==> src/rtl/vx_amo_rmw_ctrl_pkg.sv <==
// Shared opcodes, FSM state type and opcode legality helper for the AMO read-modify-write controller.
package vx_amo_rmw_ctrl_pkg;

  localparam int INST_AMO_BITS = 5;

  localparam logic [INST_AMO_BITS-1:0] INST_AMO_ADD  = 5'h00;
  localparam logic [INST_AMO_BITS-1:0] INST_AMO_SWAP = 5'h01;
  localparam logic [INST_AMO_BITS-1:0] INST_AMO_XOR  = 5'h04;
  localparam logic [INST_AMO_BITS-1:0] INST_AMO_OR   = 5'h08;
  localparam logic [INST_AMO_BITS-1:0] INST_AMO_AND  = 5'h0C;
  localparam logic [INST_AMO_BITS-1:0] INST_AMO_MIN  = 5'h10;
  localparam logic [INST_AMO_BITS-1:0] INST_AMO_MAX  = 5'h14;
  localparam logic [INST_AMO_BITS-1:0] INST_AMO_MINU = 5'h18;
  localparam logic [INST_AMO_BITS-1:0] INST_AMO_MAXU = 5'h1C;

  typedef enum logic [2:0] {
    ST_IDLE,
    ST_RD_REQ,
    ST_RD_WAIT,
    ST_ALU,
    ST_WR_REQ,
    ST_RSP
  } amo_state_e;

  // LR/SC and unassigned encodings are not handled by this sequencer
  function automatic logic amo_op_legal(input logic [INST_AMO_BITS-1:0] op);
    logic legal;
    case (op)
      INST_AMO_ADD, INST_AMO_SWAP, INST_AMO_XOR, INST_AMO_OR, INST_AMO_AND,
      INST_AMO_MIN, INST_AMO_MAX, INST_AMO_MINU, INST_AMO_MAXU: legal = 1'b1;
      default: legal = 1'b0;
    endcase
    return legal;
  endfunction

endpackage

==> src/rtl/vx_amo_rmw_ctrl_alu.sv <==
// AMO ALU: combines the old memory word (in1) with rs2 (in2) and registers the result when enabled.
module vx_amo_rmw_ctrl_alu
  import vx_amo_rmw_ctrl_pkg::*;
(
  input  logic                     clk,
  input  logic                     reset,
  input  logic                     enable,
  input  logic [INST_AMO_BITS-1:0] op,
  input  logic [31:0]              in1,
  input  logic [31:0]              in2,
  output logic [31:0]              result
);

  logic [31:0] result_d;
  logic        signed_lt;
  logic        unsigned_lt;

  always_comb begin
    signed_lt   = $signed(in1) < $signed(in2);
    unsigned_lt = in1 < in2;
    result_d    = in1 + in2;
    case (op)
      INST_AMO_SWAP: result_d = in2;
      INST_AMO_XOR:  result_d = in1 ^ in2;
      INST_AMO_OR:   result_d = in1 | in2;
      INST_AMO_AND:  result_d = in1 & in2;
      INST_AMO_MIN:  result_d = signed_lt   ? in1 : in2;
      INST_AMO_MAX:  result_d = signed_lt   ? in2 : in1;
      INST_AMO_MINU: result_d = unsigned_lt ? in1 : in2;
      INST_AMO_MAXU: result_d = unsigned_lt ? in2 : in1;
      default:       result_d = in1 + in2;
    endcase
  end

  // Synchronous reset: the result is only consumed in WR_REQ, which a reset always leaves
  always_ff @(posedge clk) begin
    if (reset) begin
      result <= '0;
    end else if (enable) begin
      result <= result_d;
    end
  end

endmodule

==> src/rtl/vx_amo_rmw_ctrl.sv <==
// Serializes atomic read-modify-write operations: read old word, compute via the AMO ALU, write back, return old value.
module vx_amo_rmw_ctrl
  import vx_amo_rmw_ctrl_pkg::*;
#(
  parameter int TAG_WIDTH  = 8,
  parameter int ADDR_WIDTH = 32
) (
  input  logic                     clk,
  input  logic                     reset,
  input  logic                     req_valid,
  output logic                     req_ready,
  input  logic [INST_AMO_BITS-1:0] req_op,
  input  logic [ADDR_WIDTH-1:0]    req_addr,
  input  logic [31:0]              req_data,
  input  logic [TAG_WIDTH-1:0]     req_tag,
  output logic                     mem_req_valid,
  input  logic                     mem_req_ready,
  output logic                     mem_req_rw,
  output logic [ADDR_WIDTH-1:0]    mem_req_addr,
  output logic [31:0]              mem_req_data,
  input  logic                     mem_rsp_valid,
  input  logic [31:0]              mem_rsp_data,
  output logic                     rsp_valid,
  input  logic                     rsp_ready,
  output logic [31:0]              rsp_data,
  output logic [TAG_WIDTH-1:0]     rsp_tag,
  output logic                     rsp_err,
  output logic                     busy
);

  amo_state_e state;
  amo_state_e state_n;

  logic [INST_AMO_BITS-1:0] op_q;
  logic [ADDR_WIDTH-1:0]    addr_q;
  logic [31:0]              data_q;
  logic [31:0]              old_q;
  logic [TAG_WIDTH-1:0]     tag_q;
  logic                     err_q;
  logic                     req_fire;
  logic                     req_bad;
  logic                     alu_en;
  logic [31:0]              alu_result;

  assign req_fire = req_valid && req_ready;
  assign req_bad  = (req_addr[1:0] != 2'b00) || !amo_op_legal(req_op);

  always_ff @(posedge clk or posedge reset) begin
    if (reset) begin
      state <= ST_IDLE;
    end else begin
      state <= state_n;
    end
  end

  // old_q is cleared on accept so an erroring request returns zero data
  always_ff @(posedge clk or posedge reset) begin
    if (reset) begin
      op_q   <= '0;
      addr_q <= '0;
      data_q <= '0;
      tag_q  <= '0;
      err_q  <= 1'b0;
      old_q  <= '0;
    end else begin
      if (req_fire) begin
        op_q   <= req_op;
        addr_q <= req_addr;
        data_q <= req_data;
        tag_q  <= req_tag;
        err_q  <= req_bad;
        old_q  <= '0;
      end
      if (state == ST_RD_WAIT && mem_rsp_valid) begin
        old_q <= mem_rsp_data;
      end
    end
  end

  always_comb begin
    state_n       = state;
    req_ready     = 1'b0;
    mem_req_valid = 1'b0;
    mem_req_rw    = 1'b0;
    rsp_valid     = 1'b0;
    alu_en        = 1'b0;
    case (state)
      ST_IDLE: begin
        req_ready = 1'b1;
        if (req_valid) begin
          state_n = req_bad ? ST_RSP : ST_RD_REQ;
        end
      end
      ST_RD_REQ: begin
        mem_req_valid = 1'b1;
        if (mem_req_ready) state_n = ST_RD_WAIT;
      end
      ST_RD_WAIT: begin
        if (mem_rsp_valid) state_n = ST_ALU;
      end
      ST_ALU: begin
        alu_en  = 1'b1;
        state_n = ST_WR_REQ;
      end
      ST_WR_REQ: begin
        mem_req_valid = 1'b1;
        mem_req_rw    = 1'b1;
        if (mem_req_ready) state_n = ST_RSP;
      end
      ST_RSP: begin
        rsp_valid = 1'b1;
        if (rsp_ready) state_n = ST_IDLE;
      end
      default: state_n = ST_IDLE;
    endcase
  end

  vx_amo_rmw_ctrl_alu u_alu (
    .clk    (clk),
    .reset  (reset),
    .enable (alu_en),
    .op     (op_q),
    .in1    (old_q),
    .in2    (data_q),
    .result (alu_result)
  );

  assign mem_req_addr = addr_q;
  assign mem_req_data = alu_result;
  assign rsp_data     = old_q;
  assign rsp_tag      = tag_q;
  assign rsp_err      = err_q;
  assign busy         = (state != ST_IDLE);

endmodule

==> config.mk <==
export PLATFORM = sky130hd
export DESIGN_NAME = vx_amo_rmw_ctrl
export DESIGN_NICKNAME = d
export VERILOG_FILES = /design/src/rtl/vx_amo_rmw_ctrl_pkg.sv /design/src/rtl/vx_amo_rmw_ctrl_alu.sv /design/src/rtl/vx_amo_rmw_ctrl.sv
export SDC_FILE = /design/constraint.sdc
export NUM_CORES = 1
export LEC_CHECK = 0
export ABC_CLOCK_PERIOD_IN_PS = 3500
export CAP_MARGIN = 20
export CORE_UTILIZATION = 45
export CTS_BUF_LIST = sky130_fd_sc_hd__clkbuf_4 sky130_fd_sc_hd__clkbuf_8 sky130_fd_sc_hd__clkbuf_16
export CTS_CLUSTER_DIAMETER = 150
export DETAILED_ROUTE_END_ITERATION = 8
export PLACE_DENSITY_LB_ADDON = 0.15
export SLEW_MARGIN = 10
export SYNTH_ARGS = -nofsm -noshare
export SYNTH_HDL_FRONTEND = slang
export SYNTH_HIERARCHICAL = 1
export SYNTH_SLANG_ARGS = --single-unit
==> constraint.sdc <==
create_clock -name clk -period 3.5 [get_ports clk]
set_input_delay 0.7 -clock clk [delete_from_list [all_inputs] [get_ports clk]]
set_output_delay 0.7 -clock clk [all_outputs]
set_load 0.05 [all_outputs]
==> flow_summary_export.csv <==
group,metric,value,unit
worst_setup_path,endpoint_kind,"flop",
clock_tree,cts_buffer_depth,2,
global_routing,antenna_found_initial,0,
sta,slew_viol_final,0,
worst_setup_path,cp_slowest_cell,"dfrtp_1",
global_routing,grt_use_total,28.0,%
worst_setup_path,r2r_slack,0.13,ns
synth,yosys-top-cells-count,"113 x dfrtp_1, 96 x ha_1, 85 x inv_1, 73 x nor2_1, 72 x a21oi_1",
worst_setup_path,critPathRequiredTime,3.84,ns
drt,remaining_drc_errors,0,
die,die_h,149,um
synth,seq_area_frac_synth,35.5,%
die,die_area,22300,um^2
synth,ys_async_sr_fraction,77.9,%
worst_setup_path,worstPathArrival,3.71,ns
place,gp_congestion,0.947,
worst_setup_path,cp-startpoint,"data_q[0]",
synth,synth_area_leaders,"dfrtp_1 29%, ha_1 12%, mux2_2 8.1%, dfxtp_1 6.6%, a21oi_1 3.7%",
finish,final_cells,1584,
global_routing,grt_max_degree,75,
worst_setup_path,worstPathCellList,"ha_2 -> inv_1 -> fa_1 -> nand2b_1 -> a211o_1 -> a211oi_2 -> buf_4 -> nor4b_2 -> o31ai_2 -> a31oi_2 -> o41ai_2 -> nand2_1 -> a311oi_1",
drt,drt_pass1_iterations,6,
worst_setup_path,cp_max_fo,5,
die,io_pins,225,
synth,ys_ff_latch,145,
finish,drive_gt1_share,15.7,%
synth,synth.top_cell.area_share,28.9,%
drt,wl_per_cell,19.2,um
outcome,status,"finished clean",
synth,ys.flop_type,"dfrtp_1",
place,place_area,12700,um^2
sta,hold_violations,0,
power,total_power,14.3,mW
drt,num_vias,9081,
sta,fin_skew,0.0136,ns
synth,synth_nets,1258,
sta,setup_viol,0,
worst_setup_path,cp-start-kind,"flop",
clock_tree,clk-insertion-delay-late,0.44,ns
sta,period_share,96.4,%
sta,hold_slack,0.458,ns
synth,yosys_warnings,6,
clock_tree,clk_pin_slew,0.07,ns
worst_setup_path,rr_endpoint,"u_alu/result[28]",
synth,yosysTopAreaCell,"dfrtp_1",
sta,slew_headroom,51.4,%
place,port_buffers,224,
sta,period_minus_slack,3.37,ns
synth,yosysMostFrequentCell,"dfrtp_1",
synth,syn_inst,1046,
global_routing,overflow,0,
synth,synth.avg_cell_area,9.35,um^2
synth,netlist_area,9780,um^2
worst_setup_path,cp-endpoint,"u_alu/result[28]",
global_routing,grt_pass1_vias,9288,
finish,fin_nets,1508,
worst_setup_path,cpPeakStageDelay,0.41,ns
die,initial_core_util,46.2,%
global_routing,grt_pass1_wl,48.6,mm
sta,tightest_slew,0.727,ns
run,drv_cap,0,
drt,ant_nets,0,
clock_tree,h-tree-depth,4,
clock_tree,cts_tree,"built",
power,ir_worst_vdd,0.899,mV
finish,fillCellCount,1797,
synth,synth_edf_count,0,
finish,num_antenna_cells,0,
clock_tree,cts-root-buf,"clkbuf_16",
power,power.density,1070,nW/um^2
drt,finalWirelength,30.4,mm
worst_setup_path,criticalPathCategory,"flop to flop",
drt,via_per_inst,5.73,
synth,yosysUniqueCellTypes,76,
die,die_x,149,um
sta,fmax,296,MHz
finish,area_growth,36.8,%
worst_setup_path,rr_startpoint,"data_q[0]",
clock_tree,cts_buffers,17,
die,core_area,21200,um^2
place,dp_cells,1551,
power,leakage,5.78,nW
drt,drt_iter0_drc,604,
clock_tree,clock-sinks,145,
place,dpl.hpwl,21.5,mm
finish,finalInstanceArea,13400,um^2
min_path,holdCritStartpoint,"u_alu/result[2]",
worst_setup_path,reg2reg_depth,13,
min_path,hp-class,"flop to flop",
die,rows,53,
==> sequential cells by signal, indices dropped and copies added, names as in the netlist <==
signal	count
mem_req_addr	32
data_q	32
rsp_err	1
op_q	5
rsp_data	32
u_alu/result	32
state	3
rsp_tag	8
==> power by group <==
group | switching (mW) | internal (mW) | leakage [nW]
sequential | 0.648 | 2.36 | 1.66
clock | 0.885 | 0.959 | 0.287
combinational | 5.73 | 3.72 | 3.83
==> stage by stage <==
step | setup TNS (ns) | setup slack (ns) | utilization (%)
final | 0 | 0.127 | 63.2
after global routing | -0.0193 | -0.0104 | 63.2
after CTS | 0 | 0.0196 | 62.8
after detailed placement | -0.000359 | -0.000359 | 60.0
after global placement | -0.00212 | -0.00212 | 60.0
after floorplan | 0 | 0.154 | -
==> how the worst min path moves through the flow <==
stage | to | slack (ns) | cells past startpoint
2_1_floorplan | op_q[3] | 0.48 | 1
3_3_place_gp | u_alu/result[2] | 0.44 | 2
3_5_place_dp | u_alu/result[2] | 0.44 | 2
4_1_cts | u_alu/result[2] | 0.45 | 2
5_1_grt | u_alu/result[2] | 0.50 | 2
6_report | u_alu/result[2] | 0.46 | 2
==> metal layers <==
| layer | vias up | share of wire (%) | wire length (um) | GRT usage, % |
|---|---|---|---|---|
| li1 | 4264 | - | - | - |
| met1 | 4421 | 44 | 13300 | 36.4 |
| met2 | 335 | 46 | 14100 | 45.0 |
| met3 | 61 | 7.8 | 2370 | 7.04 |
| met4 | 0 | 2.0 | 605 | 9.29 |
| met5 | - | 0 | 0 | 0 |
==> layout by cell type, fill, tap and decap left out, types with 9 or more instances in the layout <==
cell type,instances
o211ai_1,14
clkbuf_16,17
ha_1,92
buf_4,66
nand2_1,69
nand2b_1,11
nor2_1,72
nand3_1,10
nor3_1,29
dfxtp_1,32
clkdlybuf4s50_1,224
a21oi_1,71
a21o_1,13
mux2_2,70
inv_1,84
mux2i_1,26
xnor2_1,14
a22o_1,33
a221oi_1,22
o21ai_0,47
nor2b_1,9
dfrtp_1,113
==> logic make-up (layout without fill, tap and decap cells) <==
kind of cell,Yosys count,count (layout),share of synthesized area [%]
AO/OA/AOI/OAI,289,289,20.4
multiplexers,104,104,11.6
adder cells (fa/ha/maj),97,97,12.5
XOR/XNOR,17,17,1.71
AND/OR/NAND/NOR,245,245,12.2
flip-flops,145,145,35.5
buffers and inverters,149,412,6.12
==> area by class of cell <==
| type | instances | area, um^2 | share of cell area (%) |
|---|---|---|---|
| Multi-Input combinational cell | 752 | 5830 | 43.6 |
| Sequential cell | 145 | 3470 | 25.9 |
| Timing Repair Buffer | 295 | 2830 | 21.1 |
| Clock buffer | 17 | 425 | 3.18 |
| Tap cell | 275 | 344 | 2.57 |
| Inverter | 85 | 323 | 2.41 |
| Clock inverter | 15 | 161 | 1.21 |
==> worst max-delay path: cells and delay by family (launching register included) <==
family / cells / cell delay, ns
buf+inv: 2 / 0.23
flops: 1 / 0.41
compound gates: 6 / 1.63
simple gates: 3 / 0.33
fa+ha+maj: 2 / 0.66
==> repair_timing <==
item                                    4_1_cts  5_1_grt
hold buffers                                  0        0
pin swaps                                     0        2
resized for setup                             3       19
setup buffers                                 0        1
endpoints found under the setup margin        1       30
Note: power is estimated with default switching activity, not from simulation.
